===== config.mk =====
export PLATFORM = sky130hd
export DESIGN_NAME = cv32e40p_div_issue
export DESIGN_NICKNAME = d
export VERILOG_FILES = /design/src/rtl/cv32e40p_div_issue.sv
export SDC_FILE = /design/constraint.sdc
export NUM_CORES = 1
export LEC_CHECK = 0
export CORE_UTILIZATION = 55
export CTS_CLUSTER_SIZE = 10
export DETAILED_ROUTE_END_ITERATION = 12
export PLACE_DENSITY = 0.81
export REMOVE_ABC_BUFFERS = 1
export SLEW_MARGIN = 20
export SYNTH_ARGS = -nofsm -noshare
export SYNTH_HDL_FRONTEND = slang
export SYNTH_SLANG_ARGS = --single-unit

===== constraint.sdc =====
create_clock -name Clk_CI -period 28.7 [get_ports Clk_CI]
set_input_delay 5.74 -clock Clk_CI [delete_from_list [all_inputs] [get_ports Clk_CI]]
set_output_delay 5.74 -clock Clk_CI [all_outputs]
set_load 0.01 [all_outputs]

===== src/rtl/cv32e40p_div_issue.sv =====
// Issue/response front-end for the serial divider: registers a request, normalises
// operand B, starts the divider and buffers its result until writeback takes it.
module cv32e40p_div_issue #(
  parameter int unsigned C_WIDTH     = 32,
  parameter int unsigned C_LOG_WIDTH = 6
) (
  input  logic                   Clk_CI,
  input  logic                   Rst_RBI,
  input  logic                   ReqVld_SI,
  output logic                   ReqRdy_SO,
  input  logic [C_WIDTH-1:0]     ReqOpA_DI,
  input  logic [C_WIDTH-1:0]     ReqOpB_DI,
  input  logic [1:0]             ReqOpCode_SI,
  input  logic                   Flush_SI,
  output logic                   RspVld_SO,
  input  logic                   RspRdy_SI,
  output logic [C_WIDTH-1:0]     RspRes_DO,
  output logic [C_WIDTH-1:0]     DivOpA_DO,
  output logic [C_WIDTH-1:0]     DivOpB_DO,
  output logic [C_LOG_WIDTH-1:0] DivOpBShift_DO,
  output logic                   DivOpBIsZero_SO,
  output logic                   DivOpBSign_SO,
  output logic [1:0]             DivOpCode_SO,
  output logic                   DivInVld_SO,
  input  logic                   DivOutVld_SI,
  output logic                   DivOutRdy_SO,
  input  logic [C_WIDTH-1:0]     DivRes_DI
);

  localparam logic [C_LOG_WIDTH-1:0] MaxShift = C_LOG_WIDTH'(C_WIDTH - 1);

  typedef enum logic [2:0] {StIdle, StPrep, StIssue, StWait, StResp} state_e;

  state_e                 state_q, state_d;
  logic                   drop_q, drop_d;
  logic                   req_fire, res_we;
  logic [C_WIDTH-1:0]     op_a_q, op_b_q;
  logic [1:0]             opcode_q;
  logic                   lead_bit, lead_done;
  logic [C_LOG_WIDTH-1:0] lead_cnt, shift_raw, shift;
  logic [C_WIDTH-1:0]     div_op_a_q, div_op_b_q, res_q;
  logic [C_LOG_WIDTH-1:0] div_shift_q;
  logic                   div_zero_q, div_sign_q;
  logic [1:0]             div_opcode_q;

  // Signed operands count copies of the sign bit; unsigned ones count leading zeros.
  always_comb begin
    lead_bit  = opcode_q[0] & op_b_q[C_WIDTH-1];
    lead_cnt  = '0;
    lead_done = 1'b0;
    for (int i = C_WIDTH - 1; i >= 0; i--) begin
      if (!lead_done && (op_b_q[i] == lead_bit)) begin
        lead_cnt = lead_cnt + C_LOG_WIDTH'(1);
      end else begin
        lead_done = 1'b1;
      end
    end
    if (op_b_q == '0) begin
      shift_raw = MaxShift;
    end else if (opcode_q[0]) begin
      shift_raw = lead_cnt - C_LOG_WIDTH'(1);
    end else begin
      shift_raw = lead_cnt;
    end
    shift = (shift_raw > MaxShift) ? MaxShift : shift_raw;
  end

  always_comb begin
    state_d      = state_q;
    drop_d       = drop_q;
    req_fire     = 1'b0;
    res_we       = 1'b0;
    ReqRdy_SO    = 1'b0;
    DivInVld_SO  = 1'b0;
    DivOutRdy_SO = 1'b0;
    RspVld_SO    = 1'b0;
    unique case (state_q)
      StIdle: begin
        ReqRdy_SO = ~Flush_SI;
        if (ReqVld_SI && !Flush_SI) begin
          req_fire = 1'b1;
          drop_d   = 1'b0;
          state_d  = StPrep;
        end
      end
      StPrep: state_d = Flush_SI ? StIdle : StIssue;
      StIssue: begin
        DivInVld_SO = 1'b1;
        state_d     = StWait;
        if (Flush_SI) drop_d = 1'b1;
      end
      StWait: begin
        if (Flush_SI) drop_d = 1'b1;
        // A killed request still drains the divider so its handshake stays intact.
        if (DivOutVld_SI) begin
          DivOutRdy_SO = 1'b1;
          res_we       = ~(drop_q | Flush_SI);
          drop_d       = 1'b0;
          state_d      = res_we ? StResp : StIdle;
        end
      end
      StResp: begin
        RspVld_SO = 1'b1;
        if (RspRdy_SI || Flush_SI) state_d = StIdle;
      end
      default: state_d = StIdle;
    endcase
  end

  always_ff @(posedge Clk_CI) begin
    if (!Rst_RBI) begin
      state_q <= StIdle;
      drop_q  <= 1'b0;
    end else begin
      state_q <= state_d;
      drop_q  <= drop_d;
    end
  end

  always_ff @(posedge Clk_CI) begin
    if (!Rst_RBI) begin
      op_a_q       <= '0;
      op_b_q       <= '0;
      opcode_q     <= '0;
      div_op_a_q   <= '0;
      div_op_b_q   <= '0;
      div_shift_q  <= '0;
      div_zero_q   <= 1'b0;
      div_sign_q   <= 1'b0;
      div_opcode_q <= '0;
      res_q        <= '0;
    end else begin
      if (req_fire) begin
        op_a_q   <= ReqOpA_DI;
        op_b_q   <= ReqOpB_DI;
        opcode_q <= ReqOpCode_SI;
      end
      // Divider inputs only change here, so they hold through the whole division.
      if (state_q == StPrep) begin
        div_op_a_q   <= op_a_q;
        div_op_b_q   <= op_b_q << shift;
        div_shift_q  <= shift;
        div_zero_q   <= (op_b_q == '0);
        div_sign_q   <= lead_bit;
        div_opcode_q <= opcode_q;
      end
      if (res_we) res_q <= DivRes_DI;
    end
  end

  assign RspRes_DO       = res_q;
  assign DivOpA_DO       = div_op_a_q;
  assign DivOpB_DO       = div_op_b_q;
  assign DivOpBShift_DO  = div_shift_q;
  assign DivOpBIsZero_SO = div_zero_q;
  assign DivOpBSign_SO   = div_sign_q;
  assign DivOpCode_SO    = div_opcode_q;

endmodule

==> flow_summary.toml, run 1 <==
[synthesis]
synthArstFlopShare_pct = 0
ys.flop_type = "dfxtp_1"
ys_ff_latch = 176
syn_area_mm2 = 0.0136
synthTopCellsByArea = "dfxtp_1 (26%), nand2_1 (11%), a21oi_1 (8.9%)"
syn_inst = 1909
synth_edf_count = 0
synth_top_area_share_pct = 25.9
syn_area_per_cell_um2 = 7.13
synth-seq-area-share_pct = 25.9
ys_warn_count = 0
synth_top_area_cell = "dfxtp_1"
synth_common_cells = "nand2_1 (410), a21oi_1 (242), dfxtp_1 (176)"
yosysMostFrequentCell = "nand2_1"
ys_types = 110

[floorplanning]
io_pins = 214
fp.dieW_um = 159
initial_core_util_pct = 56.0
die-area_mm2 = 0.0254
row_count = 57
coreArea_mm2 = 0.0243
dieHeight_um = 159

[critical_path]
r2r_setup_slack_ns = 3.90
required_ns = 29.05
cp_num_buf_inv = 7
crit_type = "register to register"
endpoint_kind = "register"
timing.rr.start = "op_b_q[31]"
path_delay_family = "adder cells"
crit_path_top_delay_cell = "and2_1"
cpMostUsedCell = "ha_1"
cp.arrival_ns = 25.14
path_max_fanout = 46
reg2reg_to = "DivOpB_DO[28]"
startpoint_type = "register"
reg2regPathDepth = 111
crit_path_max_incr_delay_ns = 0.93

[worst_hold_path]
holdPathStages = 2
hold_end = "DivOpA_DO[5]"
min_from = "op_a_q[5]"
min_path_type = "register to register"

[clocking]
ctsLongestPathBuffers = 2
cts.clk_slew.worst_paths_ns = 0.08
insertion_delay_ns = 0.43
cts_setup_buffers = 0
holdBufCountCts = 0
cts-htree-levels = 4
numCtsBuffers = 17
cts_resized = 0
cts.sinks = 176
cts_tree = "done"
root_buffer = "clkbuf_16"

[timing]
fin_crit_sh_pct = 86.4
holdWs_ns = 0.446
finClkSkew_ns = 0.00874
drv_slew = 0
finalHoldViolCount = 0
slew-limit-headroom_pct = 26.4
period_minus_slack_ns = 24.80
setup_violations = 0
worst_pin_slew_ns = 1.10
rsz0062_at_grt = "false"
fmaxAchievable_ghz = 0.0403
worst_slack_ns = 3.90
tns_ns = 0

[cells_and_area]
fill_cells = 2114
area_growth_syn_to_layout_pct = 19.6
drive_above_1_share_pct = 6.24
diodes = 0
nets = 2140
fin_util_pct = 66.9

[placed_design]
dp_hpwl_um = 31500
gp_congestion = 0.948
dp_slack_ns = 4.28
io_buffer_count = 213

[grt]
grt_pass1_vias = 13500
grt_usage_pct = 33.8
grt_overflow = 0
grt_pass1_wl_um = 70500
grt_max_degree = 100
antenna_found_initial = 0

[detailed_routing]
wire_per_inst_um = 18.8
vias_per_cell = 6.26
wl_um = 44000
vias = 14700
first_pass_iters = 6
initialDrtViolationCount = 1478
drc = 0
final_antenna_net_count = 0

[outcome]
outcome = "finished, final reports clean"

[run]
drv_cap = 0
[per-stage QoR]
step                cell area, um^2  cells
finish                        16300   2343
global route                  16300   2343
detailed placement            15700   2311
global placement              15700   2311
floorplan                     13000   1756
CTS                           16300   2343
[cells by family after synthesis]
family | share of synthesized area, %
AND/OR/NAND/NOR | 27.8
adder cells (fa/ha/maj) | 2.76
XOR/XNOR | 5.02
multiplexers | 5.43
flip-flops | 25.9
AO/OA/AOI/OAI | 27.1
buffers and inverters | 5.96
[layer usage]
layer,track usage [%],vias up,part of all wire (%)
met5,0,-,0
met4,9.92,0,2.3
met3,7.79,70,9.0
met2,58.0,687,48
met1,42.1,6871,41
li1,-,7031,-
[layout make-up]
cell class	count	area (um^2)	area share (%)
Clock buffer	17	425	2.61
Tap cell	324	405	2.49
Multi-Input combinational cell	1538	9310	57.2
Sequential cell	176	3520	21.6
Timing Repair Buffer	231	2270	13.9
Clock inverter	15	191	1.18
Inverter	42	160	0.984
[flip-flops by register name (all words and copies together) (netlist names)]
| signal | cells |
|---|---|
| RspRes_DO | 32 |
| op_a_q | 32 |
| drop_q | 1 |
| DivOpBSign_SO | 1 |
| DivOpB_DO | 32 |
| op_b_q | 32 |
| opcode_q | 2 |
| state_q | 3 |
| DivOpCode_SO | 2 |
| DivOpA_DO | 32 |
| DivOpBShift_DO | 6 |
| DivOpBIsZero_SO | 1 |
[worst max-delay path by stage]
stage	to	depth (start not counted)	start	slack [ns]
6_report	DivOpB_DO[28]	111	op_b_q[31]	3.90
5_1_grt	DivOpB_DO[28]	111	opcode_q[0]	2.25
4_1_cts	DivOpB_DO[28]	111	opcode_q[0]	4.18
3_5_place_dp	DivOpB_DO[28]	111	op_b_q[31]	4.28
3_3_place_gp	DivOpB_DO[29]	112	opcode_q[0]	5.13
2_1_floorplan	DivOpB_DO[24]	114	op_b_q[31]	4.12
[placed cells by master (no fill, tap or decap), types with 18 or more instances in the layout]
master           instances
clkdlybuf4s50_1        213
ha_1                    30
nand3_1                 46
mux2i_1                 50
nand4_1                 25
inv_1                   40
buf_4                   18
nor3_1                  39
xnor2_1                 36
o21ai_0                 73
nor2_1                 110
a21oi_1                241
and3_1                  20
nand2_1                409
o211ai_1                24
dfxtp_1                176
and2_1                  28
[worst register-to-register path: cells and delay by family, from the launching register on]
family,cells,cell delay (ns)
and+or+nand+nor,33,6.04
DFF,1,0.31
adders and majority gates,27,8.46
xor gates and xnor gates,3,0.48
AOI/OAI and AO/OA,31,5.55
buffers and inverters,7,1.01
muxes,10,2.81
Power of run 1 is not shown: default switching activity piles up to over one toggle a cycle in this logic, so the estimate is an artifact.
==> inputs of run 2 (changes only) <==
--- a/config.mk
+++ b/config.mk
@@ -6,7 +6,6 @@
 export NUM_CORES = 1
 export LEC_CHECK = 0
 export CORE_UTILIZATION = 55
-export CTS_CLUSTER_SIZE = 10
 export DETAILED_ROUTE_END_ITERATION = 12
 export PLACE_DENSITY = 0.81
 export REMOVE_ABC_BUFFERS = 1
==> results of run 2 <==
No change in the layout: final DEF, timing and power equal those of run 1.
Power of run 2 is left out for the same reason.
